===== src/rtl/piezo_tune_seq.sv =====
// piezo_tune_seq: plays one of three fixed tunes (fanfare, calibration chime,
// error beep) on a differential piezo pair. It is started by a go/tune request
// and reports busy/done back. It supports a level abort and optional pre-emption.
// All outputs are registered from the next-state values, so the first note is
// visible (busy=1, piezo=1) one edge after go is sampled.
module piezo_tune_seq #(
  parameter int CLK_FREQ  = 50000000,
  parameter bit FAST_SIM  = 1'b0,
  parameter bit PREEMPT   = 1'b0,
  // Right shift applied to every note duration when FAST_SIM=1. The default
  // of 4 divides each duration by 16; a simulation may shorten notes further.
  parameter int SIM_SHIFT = 4
) (
  input  logic       clk,
  input  logic       rst_n,
  input  logic       go,
  input  logic [1:0] tune,
  input  logic       abort,
  output logic       busy,
  output logic       done,
  output logic [2:0] note_idx,
  output logic       piezo,
  output logic       piezo_n
);

  localparam int PW    = $clog2(CLK_FREQ / 1000) + 1;
  localparam int DW    = 26;
  localparam int SHIFT = FAST_SIM ? SIM_SHIFT : 0;

  // Tone half-period source: full period in clocks, floor division
  localparam logic [PW-1:0] P_G6 = PW'(CLK_FREQ / 1568);
  localparam logic [PW-1:0] P_C7 = PW'(CLK_FREQ / 2093);
  localparam logic [PW-1:0] P_E7 = PW'(CLK_FREQ / 2637);
  localparam logic [PW-1:0] P_G7 = PW'(CLK_FREQ / 3136);
  localparam logic [PW-1:0] P_REST = '0;

  // Note durations in clocks
  localparam logic [DW-1:0] D22    = DW'((1 << 22) >> SHIFT);
  localparam logic [DW-1:0] D23    = DW'((1 << 23) >> SHIFT);
  localparam logic [DW-1:0] D23P22 = DW'(((1 << 23) + (1 << 22)) >> SHIFT);
  localparam logic [DW-1:0] D25    = DW'((1 << 25) >> SHIFT);

  typedef enum logic [1:0] {S_IDLE, S_PLAY, S_DONE} state_t;

  state_t         state, state_next;
  logic [1:0]     tune_reg, tune_next;
  logic [2:0]     note_next;
  logic [DW-1:0]  dur_cnt, dur_next;
  logic [PW-1:0]  per_cnt, per_next;
  logic [PW-1:0]  cur_per, next_per;
  logic [DW-1:0]  cur_dur;
  logic [2:0]     cur_last;
  logic           start;
  logic           tone_next;
  logic           piezo_next;

  // Tone period for a note; zero marks a rest
  function automatic logic [PW-1:0] note_period(input logic [1:0] t, input logic [2:0] i);
    logic [PW-1:0] p;
    p = P_REST;
    case (t)
      2'd0: begin
        case (i)
          3'd0:    p = P_G6;
          3'd1:    p = P_C7;
          3'd2:    p = P_E7;
          3'd3:    p = P_G7;
          3'd4:    p = P_E7;
          default: p = P_G7;
        endcase
      end
      2'd1: begin
        case (i)
          3'd0:    p = P_C7;
          3'd1:    p = P_E7;
          default: p = P_G7;
        endcase
      end
      2'd2: begin
        p = (i == 3'd1) ? P_REST : P_G6;
      end
      default: p = P_REST;
    endcase
    return p;
  endfunction

  // Duration of a note in clocks
  function automatic logic [DW-1:0] note_duration(input logic [1:0] t, input logic [2:0] i);
    logic [DW-1:0] d;
    d = D22;
    case (t)
      2'd0: begin
        case (i)
          3'd0, 3'd1, 3'd2: d = D23;
          3'd3:             d = D23P22;
          3'd4:             d = D22;
          default:          d = D25;
        endcase
      end
      2'd1:    d = D22;
      2'd2:    d = (i == 3'd1) ? D22 : D23;
      default: d = D22;
    endcase
    return d;
  endfunction

  assign cur_per  = note_period(tune_reg, note_idx);
  assign cur_dur  = note_duration(tune_reg, note_idx);
  assign cur_last = (tune_reg == 2'd0) ? 3'd5 : 3'd2;
  assign start    = go && (tune != 2'd3);

  // Next-state logic: note sequencing, duration and period counters
  always_comb begin
    state_next = state;
    tune_next  = tune_reg;
    note_next  = note_idx;
    dur_next   = dur_cnt;
    per_next   = per_cnt;
    case (state)
      S_IDLE: begin
        if (!abort && start) begin
          state_next = S_PLAY;
          tune_next  = tune;
          note_next  = 3'd0;
          dur_next   = '0;
          per_next   = '0;
        end
      end
      S_PLAY: begin
        if (abort) begin
          state_next = S_IDLE;
          note_next  = 3'd0;
          dur_next   = '0;
          per_next   = '0;
        end else if (PREEMPT && start) begin
          tune_next = tune;
          note_next = 3'd0;
          dur_next  = '0;
          per_next  = '0;
        end else if (dur_cnt == cur_dur - DW'(1)) begin
          dur_next = '0;
          per_next = '0;
          if (note_idx == cur_last) begin
            state_next = S_DONE;
            note_next  = 3'd0;
          end else begin
            note_next = note_idx + 3'd1;
          end
        end else begin
          dur_next = dur_cnt + DW'(1);
          if (cur_per != '0) begin
            per_next = (per_cnt == cur_per - PW'(1)) ? '0 : per_cnt + PW'(1);
          end
        end
      end
      default: begin
        // DONE lasts one cycle; a go seen here starts the next tune directly
        if (!abort && start) begin
          state_next = S_PLAY;
          tune_next  = tune;
          note_next  = 3'd0;
          dur_next   = '0;
          per_next   = '0;
        end else begin
          state_next = S_IDLE;
        end
      end
    endcase
  end

  // Square-wave level for the upcoming cycle; rests and non-PLAY states are silent
  always_comb begin
    next_per   = note_period(tune_next, note_next);
    tone_next  = (state_next == S_PLAY) && (next_per != '0);
    piezo_next = tone_next && (per_next < (next_per >> 1));
  end

  // State, counters and registered outputs
  always_ff @(posedge clk or negedge rst_n) begin
    if (!rst_n) begin
      state    <= S_IDLE;
      tune_reg <= 2'd0;
      note_idx <= 3'd0;
      dur_cnt  <= '0;
      per_cnt  <= '0;
      busy     <= 1'b0;
      done     <= 1'b0;
      piezo    <= 1'b0;
      piezo_n  <= 1'b0;
    end else begin
      state    <= state_next;
      tune_reg <= tune_next;
      note_idx <= note_next;
      dur_cnt  <= dur_next;
      per_cnt  <= per_next;
      busy     <= (state_next == S_PLAY);
      done     <= (state_next == S_DONE);
      piezo    <= piezo_next;
      piezo_n  <= tone_next && !piezo_next;
    end
  end

endmodule


===== config.mk =====
export PLATFORM = sky130hd
export DESIGN_NAME = piezo_tune_seq
export DESIGN_NICKNAME = d
export VERILOG_FILES = /design/src/rtl/piezo_tune_seq.sv
export SDC_FILE = /design/constraint.sdc
export NUM_CORES = 1
export LEC_CHECK = 0
export BUFFER_PORTS_ARGS = -buffer_cell sky130_fd_sc_hd__buf_2
export CAP_MARGIN = 40
export CORE_ASPECT_RATIO = 2
export CORE_MARGIN = 2
export CORE_UTILIZATION = 58
export CTS_CLUSTER_DIAMETER = 50
export DETAILED_ROUTE_END_ITERATION = 6
export GPL_ROUTABILITY_DRIVEN = 0
export GPL_TIMING_DRIVEN = 1
export HOLD_SLACK_MARGIN = 0.15
export PLACE_DENSITY = 0.73
export SLEW_MARGIN = 0
export SYNTH_ARGS = -nofsm -noshare
export SYNTH_HDL_FRONTEND = slang
export SYNTH_SLANG_ARGS = --single-unit

===== constraint.sdc =====
create_clock -name clk -period 8.1 [get_ports clk]
set_clock_uncertainty 0.05 [all_clocks]
set_input_delay 0.81 -clock clk [delete_from_list [all_inputs] [get_ports clk]]
set_output_delay 0.81 -clock clk [all_outputs]
set_load 0.05 [all_outputs]

[After elaboration in Yosys (flattened, before gate mapping)]
Cells that the tools add are included.
W data, S select, Z words.
Word-level totals
  input port bits: 6
  output and inout bits: 7
  bits in registers: 54
Cells by class
  add/subtract/negate cells: 5
  order comparisons: 1
  eq/ne operators: 18
  mux-type cells: 35
  reductions and logical operators: 18
Operator list (count)
  $mux W26: 4
  $mux W17: 6
  $pmux W17 S3: 2
  $pmux W15 S3: 2
  $pmux W26 S3: 1
  $pmux W15 S2: 2
  $pmux W26 S2: 1
  $reduce_bool A17 Y1: 2
  $mux W15: 2
  $add A26 B1 Y26 const B: 1
  $eq A26 B26 Y1: 1
  $sub A26 B1 Y26 const B: 1
  $mux W24: 1
  $mux W3: 6
  $add A17 B1 Y17 const B: 1
  $eq A17 B17 Y1: 1
  $lt A17 B16 Y1: 1
  $sub A17 B1 Y17 const B: 1
  $mux W2: 6
  $eq A3 B2 Y1 const B: 3
  $eq A2 B1 Y1 const B: 4
  $eq A2 B2 Y1 const B: 3
  $eq A3 B1 Y1 const B: 2
  $eq A3 B3 Y1 const B: 2
  12 further kinds: 21

[Logic depth before layout (Yosys ltp)]
Gate-level depths: netlist of the first run.
  depth in word-level cells: 18
  mapped depth: 26

[Worst setup path before layout of the first run]
No wires, ideal clock.
  kind: reg2reg
  start point: register note_idx[2]
  end point: register piezo_n
  slack: 1.968 ns
  path buffers: 2
  data arrival time: 5.956 ns
  clock period less this slack: 6.132 ns
  setup time: 0.126 ns
  data required time: 7.924 ns
  cell stages (with the launch flop): 26
  cell sequence: dfrtp_1 -> buf_2 -> buf_1 -> inv_1 -> ha_1 -> nand2b_1 -> a21oi_1 -> o21ai_0 -> nand3_1 -> ha_1 -> xnor2_1 -> or4b_4 -> a211oi_4 -> mux2i_1 -> nor3_1 -> o21ai_0 -> inv_1 -> a211o_1 -> ha_1 -> nand4_1 -> a21oi_1 -> o21a_1 -> a211oi_1 -> o311ai_0 -> or3_1 -> o311a_1
On the way
  word-level cells in the longest chain between the ends: 18
  elaborated cells on any way between the ends: 51
  those cells by class: 3 x add/sub; 1 x order compare; 11 x eq/ne; 25 x mux; 11 x reduce/logical
Ends and longest elaborated chain
  from (decl): RTL line 21  | output logic [2:0] note_idx,
  from (signal assigned): RTL line 193  | note_idx <= note_next;
  $eq A3 B1 Y1, or another cell as far along: RTL line 93, 101
  $reduce_or A3 Y1: RTL line 93  | case (i)
  $pmux W26 S3: RTL line 93
  $pmux W26 S2: RTL line 91  | case (t)
  $sub A26 B1 Y26: RTL line 140  | end else if (dur_cnt == cur_dur - DW'(1)) begin
  $eq A26 B26 Y1: RTL line 140
  $mux W3: RTL line 140
  $mux W3: RTL line 130  | if (abort) begin
  $mux W3 (*)
  net note_next[2]: RTL line 47  | logic [2:0] note_next;
  $eq A3 B3 Y1 / $eq A3 B2 Y1 (equally long branches): RTL line 63  | case (i)
  $reduce_or A2 Y1 (no source line)
  $pmux W15 S3: RTL line 63
  $pmux W17 S3 (*): RTL line 61  | case (t)
  parallel branches: the longest is 4 deep, another holds $lt A17 B16 Y1
  $logic_and A1 B1 Y1 (*): RTL line 199  | piezo_n <= tone_next && !piezo_next;
  to (signal assigned): RTL line 199
  to (decl): RTL line 23  | output logic piezo_n
Mark *: on every way through the listed nets, which the timed path passes.
A chain may end at the register's enable or synchronous reset.

[Worst setup path in the final report of the first run]
  start point: register note_idx[1]
  end point: register piezo_n
On the way
  elaborated cells on any way between the ends: 51
  those cells by class: 3 x add/sub; 1 x order compare; 11 x eq/ne; 25 x mux; 11 x reduce/logical
RTL lines
  $eq A3 B3 Y1 / $eq A3 B2 Y1 (equally long branches): RTL line 63, 93
  $reduce_or A2 Y1 (no source line)
  $pmux W15 S3: RTL line 63
  $pmux W17 S3: RTL line 61
  $sub A17 B1 Y17: RTL line 152  | per_next = (per_cnt == cur_per - PW'(1)) ? '0 : per_cnt + PW'(1);
  $eq A17 B17 Y1: RTL line 152
  $mux W17: RTL line 152
  $mux W17: RTL line 151  | if (cur_per != '0) begin
  $mux W17 (*): RTL line 140
  $mux W17 (*): RTL line 130
  $mux W17 (*)
  net per_next[6]: RTL line 49  | logic [PW-1:0] per_cnt, per_next;
  $lt A17 B16 Y1 (*): RTL line 175  | piezo_next = tone_next && (per_next < (next_per >> 1));
  $logic_and A1 B1 Y1 (*): RTL line 175
  $logic_not A1 Y1 (*): RTL line 199
  $logic_and A1 B1 Y1 (*): RTL line 199
The timed path passes the listed nets; every way through them passes the cells marked *.

==> flow_summary.yaml, run 1 <==
status:
  status: "finished clean"
worst_setup_path:
  crit_arrival_ns: 6.67
  r2r_slack_ns: 1.56
  path_depth: 22
  critPathMaxStageDelay_ns: 0.63
  worstReg2RegEnd: "piezo_n"
  cp_data_required_time_ns: 8.24
  critPathKind: "reg2reg"
  critical_path.cell_chain: "inv_1, ha_1, nor2b_1, o21ai_0, o221ai_1, ha_1, o211a_1, or4b_2, mux2i_1, o2111ai_1, or4_1, nand2_1, o21ai_0, ha_1, a21o_1, nand3_1, a21oi_1, o21a_1, a211oi_1, o311ai_0, or3_1, o311a_1"
  critPathCaptureType: "register"
  crit_buf_inv: 1
  critPathCapture: "piezo_n"
  crit_fanout: 12
  r2r_cells: 22
  startpoint: "note_idx[1]"
  critPathSlowestCell: "or4b_2"
  crit_top_cell: "ha_1"
  critical_path.top_delay_family: "compound AO/OA/AOI/OAI gates"
  timing.rr.start: "note_idx[1]"
  start_kind: "register"
clock_network:
  clk_path_buf_depth: 2
  cts_tree: "yes"
  clk_latency_ns: 0.30
  cts-hold-fix-buffers: 0
  htreeDepth: 2
  post_cts_resized: 0
  cts.clk_slew.worst_paths_ns: 0.07
  root_buffer: "clkbuf_16"
  cts.sinks: 54
  numCtsBuffers: 5
  cts_setup_buffers: 0
power_and_ir_drop:
  p_seq_share_pct: 40.8
  p_clk_share_pct: 34.2
  power.internal_mw: 0.501
  power_density_nw_per_um2: 169
  p_leak_nw: 1.84
  switchingPower_mw: 0.225
  comb_power_share_pct: 25.0
  p_sw_share_pct: 31.0
  peakVddDrop_v: 0.000129
timing:
  hold_violations: 0
  final.period_utilization_pct: 80.7
  finalCriticalPeriod_ns: 6.54
  tns_ns: 0
  setup_viol: 0
  fmax_mhz: 153
  maxSlewHeadroom_pct: 46.6
  rsz0062_at_grt: "false"
  drv_slew: 0
  tightest_slew_ns: 0.801
final_layout:
  final_cell_mix: "nand2_1, dfrtp_1, nor2_1, o21ai_0, ha_1"
  largest_reg_flops: 26
  layout_commonest_cell: "nand2_1"
  num-fill-cells: 623
  largestRegisters: "dur_cnt x26, per_cnt x17, note_idx x3"
  design_area_um2: 4300
  final_cells: 567
  regMostFlops: "dur_cnt"
  drive_above_1_share_pct: 8.39
  syn_to_final_growth_pct: 6.93
  diodes: 0
  nets: 506
  post-route-util_pct: 63.0
route:
  ant_nets: 0
  wl_per_cell_um: 16.3
  vias_per_cell: 6.14
  dr.pass1.iters: 4
  drt_iter0_markers: 291
  drt-total-wl_um: 9220
  vias: 3484
  drc: 0
logic_synthesis:
  synthMuxAreaShare_pct: 3.30
  synth_fp_nets: 507
  synth_xor_xnor_area_share_pct: 8.05
  postSynthCellCount: 478
  synth_top_family_by_area: "simple AND/OR/NAND/NOR gates"
  ys_seq_area_share_pct: 33.6
  ys_warn_count: 0
  yosys-top-cells-area: "dfrtp_1, ha_1, o21ai_0"
  ys_ff_latch: 54
  synthArstFlopShare_pct: 100
  synth-edff-count: 0
  synth_top_area_share_pct: 33.6
  synth_simple_gate_area_share_pct: 26.1
  synth-compound-area-share_pct: 18.3
  synthAdderAreaFrac_pct: 7.15
  synth_flop_cell: "dfrtp_1"
  syn_area_per_cell_um2: 8.42
  yosysUniqueCellTypes: 65
  yosysTopAreaCell: "dfrtp_1"
  syn-cell-area_um2: 4020
floorplan:
  initial_core_util_pct: 58.9
  core_region_area_um2: 6830
  ioPinCount: 13
  die_w_um: 62.9
  die_h_um: 122
  rows: 43
  die-area_um2: 7660
job:
  maxCapViolations: 0
place:
  hpwl_um: 6900
  io_buffers: 12
  dpl.cell_count: 560
  placed_area_um2: 4130
global_routing:
  grt_pass1_wl_um: 16000
  busiest_layer: "met2"
  grt_antenna_before_repair: 0
  track_usage_pct: 26.0
  met3_usage_pct: 2.49
  grt_overflow: 0
  use_met1_pct: 34.8
  grt_max_degree: 55
  grtUsageMet2_pct: 43.3
  grt_pass1_vias: 3409
hold_path:
  hold_path_class: "reg2reg"
-- metal layers --
layer  part of all wire [%]  up-vias
li1                       -     1733
met1                     45     1651
met2                     49       86
met3                    3.5       14
met4                    2.1        0
met5                      0        -
-- stage by stage --
| stage | setup WS [ns] | total power [mW] | hold slack [ns] |
|---|---|---|---|
| after global routing | 1.04 | 0.759 | 0.498 |
| after global placement | 1.78 | 0.481 | 0.459 |
| after CTS | 1.60 | 0.730 | 0.481 |
| after floorplan | 1.97 | 0.438 | 0.427 |
| final | 1.56 | 0.727 | 0.470 |
| after detailed placement | 1.62 | 0.482 | 0.468 |
-- cell usage after synthesis (all sizes together) (2+ instances only) --
master,instances
nor4,7
mux2i,11
o31ai,7
nand3,21
a31o,2
and4,2
xnor2,21
clkbuf,20
o2111ai,3
a32oi,2
a21oi,9
a211oi,6
a221oi,2
or4b,3
nor2b,5
buf,4
nand4,8
and3,10
o21ai,44
ha,23
o211ai,5
or2,4
xor2,16
nor3,20
inv,14
nand2b,4
mux2,2
o21a,3
dfrtp,54
nor2,46
nand3b,4
a21o,3
a22o,2
a211o,2
nand2,55
or4,5
a31oi,3
and2,2
or3,3
a2111oi,2
-- power groups by stage --
stage	Combinational, mW	Clock, mW	Sequential [mW]
after floorplan	0.145	0	0.292
after global placement	0.180	0	0.301
after detailed placement	0.181	0	0.301
after CTS	0.182	0.253	0.296
after global routing	0.202	0.258	0.299
final	0.181	0.249	0.296
-- how the worst min path moves through the flow --
stage                           from    endpoint  slack [ns]  cells past startpoint
after global routing      dur_cnt[0]  dur_cnt[0]        0.50                      1
after CTS                 dur_cnt[0]  dur_cnt[0]        0.48                      1
after floorplan           dur_cnt[2]  dur_cnt[2]        0.43                      1
after detailed placement  dur_cnt[0]  dur_cnt[0]        0.47                      1
after global placement    dur_cnt[1]  dur_cnt[1]        0.46                      1
final                     dur_cnt[0]  dur_cnt[0]        0.47                      1
-- kinds of logic after synthesis --
kind of cell | Yosys count
AO/OA/AOI/OAI | 109
XOR/XNOR | 37
adder cells (fa/ha/maj) | 23
buffers and inverters | 38
flip-flops | 54
multiplexers | 13
AND/OR/NAND/NOR | 204
-- layout make-up --
type | instances | area, µm² | share of cell area [%]
multi-input cells | 386 | 2530 | 58.7
clock buffers | 6 | 139 | 3.23
well taps | 90 | 113 | 2.62
inverters | 14 | 52.6 | 1.22
clock inverters | 1 | 30.0 | 0.698
repair buffers | 16 | 90.1 | 2.09
flip-flops and latches | 54 | 1350 | 31.4
Note: power is estimated with default switching activity, not from simulation.
==> run 2, diff against run 1 <==
--- a/config.mk
+++ b/config.mk
@@ -9,13 +9,13 @@
 export CAP_MARGIN = 40
 export CORE_ASPECT_RATIO = 2
 export CORE_MARGIN = 2
-export CORE_UTILIZATION = 58
+export CORE_UTILIZATION = 57
 export CTS_CLUSTER_DIAMETER = 50
 export DETAILED_ROUTE_END_ITERATION = 6
 export GPL_ROUTABILITY_DRIVEN = 0
 export GPL_TIMING_DRIVEN = 1
 export HOLD_SLACK_MARGIN = 0.15
-export PLACE_DENSITY = 0.73
+export PLACE_DENSITY = 0.75
 export SLEW_MARGIN = 0
 export SYNTH_ARGS = -nofsm -noshare
 export SYNTH_HDL_FRONTEND = slang
==> constraint.sdc (replaced) <==
create_clock -name clk -period 5.3 [get_ports clk]
set_clock_uncertainty 0.05 [all_clocks]
set_input_delay 0.53 -clock clk [delete_from_list [all_inputs] [get_ports clk]]
set_output_delay 0.53 -clock clk [all_outputs]
set_load 0.05 [all_outputs]
==> run 2 against run 1 <==
- the run now ends with setup timing left
- flip-flop and latch count did not move
- sequential power grew 48%
- combinational power increased by 120%
- non-clock buffer count up 59
- sequential share of layout area down 4.4 points
- wire length up 33%
- worst hold slack worse by 0.17 ns
- via count increased by 14%
- die area increased by 1.7%
- critical path depth is 3 higher
- critical path type unchanged
- highest routed layer unchanged
==> flow_summary.yaml, run 2 (same netlist as run 1, synthesis figures left out) <==
clock_network:
  htreeDepth: 2
  cts_tree: "yes"
  numCtsBuffers: 5
  root_buffer: "clkbuf_16"
  clk_latency_ns: 0.30
  clk_path_buf_depth: 2
  cts.sinks: 54
  cts.clk_slew.worst_paths_ns: 0.07
route:
  ant_nets: 0
  drc: 0
  drt_iter0_markers: 242
  wl_per_cell_um: 19.5
  vias_per_cell: 6.34
  dr.pass1.iters: 4
  drt-total-wl_um: 12300
  vias: 3976
status:
  violations: "setup timing"
  status: "finished, violations left"
floorplan:
  core_region_area_um2: 6890
  ioPinCount: 13
  rows: 43
  die_w_um: 63.4
  initial_core_util_pct: 58.4
  die-area_um2: 7790
  die_h_um: 123
global_routing:
  grt_max_degree: 55
  grt_antenna_before_repair: 0
  track_usage_pct: 33.6
  grt_pass1_wl_um: 19900
  grt_pass1_vias: 4066
  grt_overflow: 0
final_layout:
  diodes: 0
  num-fill-cells: 559
  drive_above_1_share_pct: 25.3
  regMostFlops: "dur_cnt"
  nets: 565
  layout_commonest_cell: "buf_4"
  largestRegisters: "dur_cnt x26, per_cnt x17, note_idx x3"
  largest_reg_flops: 26
  final_cell_mix: "buf_4, nand2_1, dfrtp_1, nor2_1, o21ai_0"
  syn_to_final_growth_pct: 24.6
timing:
  maxSlewHeadroom_pct: 49.4
  fmax_mhz: 187
  setup_viol: 1
  worst_hold_slack_ns: 0.303
  setup_slack_ns: -0.0453
  finalCriticalPeriod_ns: 5.35
  tightest_slew_ns: 0.752
  tns_ns: -0.0453
  rsz0062_at_grt: "true"
  final.period_utilization_pct: 101
  drv_slew: 0
  hold_violations: 0
power_and_ir_drop:
  power_density_nw_per_um2: 234
  peakVddDrop_v: 0.000166
  p_leak_nw: 2.16
worst_setup_path:
  critPathMaxStageDelay_ns: 0.53
  start_kind: "register"
  cp_data_required_time_ns: 5.44
  crit_top_cell: "ha_4"
  crit_arrival_ns: 5.49
  critPathSlowestCell: "or4b_4"
  critPathKind: "reg2reg"
  r2r_slack_ns: -0.05
  critPathCaptureType: "register"
  crit_fanout: 7
place:
  hpwl_um: 9350
  io_buffers: 12
job:
  maxCapViolations: 0
hold_path:
  hold_path_class: "in2async"
==> run 2: area by class of cell <==
class | instances | area, µm² | area share, %
flip-flops and latches | 54 | 1360 | 27.0
multi-input cells | 386 | 2740 | 54.6
repair buffers | 75 | 603 | 12.0
clock buffers | 5 | 125 | 2.50
clock inverters | 3 | 21.3 | 0.424
inverters | 14 | 57.6 | 1.15
well taps | 90 | 113 | 2.25
==> run 2: what timing repair did <==
action	CTS	global route
gates cloned	0	0
hold buffers	0	0
endpoints found under the setup margin	2	2
pin swaps	9	0
buffers inserted	4	0
gates resized for setup	14	4
==> run 2: critical path: cells and delay by family, from the launching register on <==
family	cells	cell delay [ns]
compound gates	9	1.34
xor+xnor	1	0.14
fa+ha+maj	4	0.81
buf+inv	3	0.37
flops	1	0.42
mux	1	0.34
simple gates	7	1.75
==> run 2: report_power, final <==
part / leakage, nW / internal [mW] / switching [mW]
logic: 1.35 / 0.174 / 0.227
registers: 0.740 / 0.424 / 0.0133
clock network: 0.0698 / 0.176 / 0.161
==> run 2: final timing paths <==
kind                               end  depth (start not counted)   startpoint
max                            piezo_n                         25  note_idx[1]
min                        tune_reg[1]                          2        rst_n
max reg2reg                    piezo_n                         25  note_idx[1]
min reg2reg                 dur_cnt[2]                          1   dur_cnt[2]
max in group asynchronous  note_idx[0]                          2        rst_n
min in group clk            dur_cnt[2]                          1   dur_cnt[2]
==> run 2: per-layer routing <==
metal / up-vias / global-route usage, % / part of all wire [%]
met5: - / 0 / 0
met1: 1963 / 30.8 / 33
met2: 111 / 65.9 / 58
met4: 0 / 23.5 / 6.6
met3: 48 / 4.03 / 2.2
li1: 1854 / - / -
==> run 2: stage by stage <==
stage	area [µm²]	cells	worst slack (ns)	util [%]	total power, mW
4_1_cts	5000	627	0.00591	72.6	1.17
2_1_floorplan	4200	478	-0.224	-	0.687
3_5_place_dp	4740	615	-0.279	68.8	0.820
5_1_grt	5010	627	-0.240	72.8	1.22
6_report	5010	627	-0.0453	72.8	1.17
3_3_place_gp	4740	615	-0.204	68.8	0.811
==> run 3, diff against run 2 <==
==> constraint.sdc (replaced) <==
create_clock -name clk -period 5.3 [get_ports clk]
set_clock_uncertainty 0.05 [all_clocks]
set_input_delay 0.53 -clock clk [delete_from_list [all_inputs] [get_ports clk]]
set_output_delay 0.53 -clock clk [all_outputs]
set_load 0.005 [all_outputs]
==> run 3 against run 2 <==
- the flow still finishes with violations (setup timing)
- wire length grew 1.4%
- sequential share of layout area shrank 0.72 points
- combinational power shrank 4%
- critical path depth shrank 2
- total power grew 3.9%
- critical path type unchanged
- largest cell class unchanged
- largest power group unchanged
==> flow_summary.yaml, run 3 (same netlist as run 1, synthesis figures left out) <==
timing:
  final.period_utilization_pct: 101
  hold_violations: 0
  fmax_mhz: 188
  rsz0062_at_grt: "true"
  setup_viol: 2
  maxSlewHeadroom_pct: 46.6
  drv_slew: 0
  finalCriticalPeriod_ns: 5.33
  setup_slack_ns: -0.0328
  tightest_slew_ns: 0.791
place:
  io_buffers: 12
  dpl.cell_count: 619
  hpwl_um: 9370
floorplan:
  die_h_um: 123
  rows: 43
  ioPinCount: 13
  initial_core_util_pct: 58.4
  core_region_area_um2: 6890
  die-area_um2: 7790
  die_w_um: 63.4
route:
  dr.pass1.iters: 5
  vias: 4027
  wl_per_cell_um: 19.3
  ant_nets: 0
  drc: 0
  drt_iter0_markers: 267
  vias_per_cell: 6.24
  drt-total-wl_um: 12400
global_routing:
  grt_pass1_wl_um: 20000
  grt_overflow: 0
  grt_pass1_vias: 4190
  grt_max_degree: 55
  track_usage_pct: 33.4
  grt_antenna_before_repair: 0
hold_path:
  hold_path_class: "in2async"
final_layout:
  syn_to_final_growth_pct: 28.0
  regMostFlops: "dur_cnt"
  final_cell_mix: "buf_4, nand2_1, dfrtp_1, nor2_1, o21ai_0"
  post-route-util_pct: 74.8
  final_cells: 645
  diodes: 0
  nets: 583
  drive_above_1_share_pct: 28.8
  largestRegisters: "dur_cnt x26, per_cnt x17, note_idx x3"
  layout_commonest_cell: "buf_4"
  largest_reg_flops: 26
worst_setup_path:
  critPathKind: "reg2reg"
  critPathCaptureType: "register"
  crit_fanout: 5
  start_kind: "register"
  cp_data_required_time_ns: 5.44
  crit_arrival_ns: 5.47
power_and_ir_drop:
  p_sw_share_pct: 32.0
  power_density_nw_per_um2: 237
  power.internal_mw: 0.830
  comb_power_share_pct: 31.6
  switchingPower_mw: 0.390
  p_leak_nw: 2.25
  peakVddDrop_v: 0.000189
  p_seq_share_pct: 35.9
  p_clk_share_pct: 32.5
clock_network:
  cts.clk_slew.worst_paths_ns: 0.07
  root_buffer: "clkbuf_16"
  htreeDepth: 2
  numCtsBuffers: 5
  clk_path_buf_depth: 2
  clk_latency_ns: 0.30
  cts.sinks: 54
  cts_tree: "yes"
status:
  violations: "setup timing"
  status: "finished, violations left"
job:
  maxCapViolations: 0
[run 3: per-layer routing]
layer / wire (µm) / share of wire [%] / up-vias / track usage [%]
met5: 0 / 0 / - / 0
met4: 899 / 7.2 / 0 / 23.9
met3: 497 / 4.0 / 60 / 3.48
met2: 6990 / 56 / 127 / 65.3
met1: 4030 / 32 / 1960 / 30.9
li1: - / - / 1880 / -
[run 3: cell type report]
cell class | instances | area, µm²
clock buffer | 6 | 139
clock inverter | 2 | 38.8
inverter | 14 | 60.1
multi-input combinational | 386 | 2760
timing repair buffer | 93 | 684
sequential | 54 | 1360
fill | 524 | 1740
tap | 90 | 113
[run 3: path summary, 6_finish.rpt]
check / from / endpoint / slack (ns) / cells past startpoint
setup / recovery: note_idx[0] / piezo_n / -0.03 / 23
hold / removal: rst_n / per_cnt[12] / 0.31 / 2
setup reg to reg: note_idx[0] / piezo_n / -0.03 / 23
hold reg to reg: dur_cnt[2] / dur_cnt[2] / 0.48 / 1
max in group asynchronous: rst_n / note_idx[2] / 4.37 / 2
min in group clk: dur_cnt[2] / dur_cnt[2] / 0.48 / 1
[run 3: power groups by stage]
stage	Sequential [mW]	Combinational, mW	Clock [mW]
finish	0.438	0.386	0.396
global route	0.440	0.423	0.415
CTS	0.438	0.361	0.400
detailed placement	0.446	0.352	0
global placement	0.446	0.340	0
floorplan	0.441	0.234	0
[run 3: critical path, stage by stage (launching register included)]
cell and delay, ns:
dfrtp_2 0.47, ha_4 0.19, ha_4 0.16, nand2b_4 0.13, a21oi_2 0.11, o21ai_1 0.09, nand3_2 0.12, ha_4 0.21
xnor2_2 0.13, or4b_4 0.53, a211oi_4 0.22, buf_12 0.16, mux2i_4 0.34, nand2_1 0.09, and4b_4 0.22, a211o_1 0.31
ha_1 0.30, nand4_1 0.14, a21oi_1 0.06, o21a_1 0.18, a211oi_2 0.21, o311ai_1 0.12, or3_1 0.36, o311a_1 0.29
[run 3: what timing repair did]
action,in CTS,in global routing
hold buffers,0,0
setup endpoints to repair,2,2
buffers inserted,13,5
hold endpoints to repair,0,0
resized for setup,14,17
pin swaps,25,4
[run 3: stage by stage]
step	TNS [ns]	area, µm²	hold slack [ns]	power (mW)	setup WS, ns
floorplan	-0.0554	4200	0.184	0.675	-0.0554
CTS	-0.0583	5060	0.342	1.20	-0.0459
detailed placement	-0.552	4730	0.469	0.798	-0.316
global placement	-0.231	4730	0.452	0.786	-0.160
global route	-0.414	5150	0.376	1.28	-0.218
finish	-0.0428	5150	0.310	1.22	-0.0328
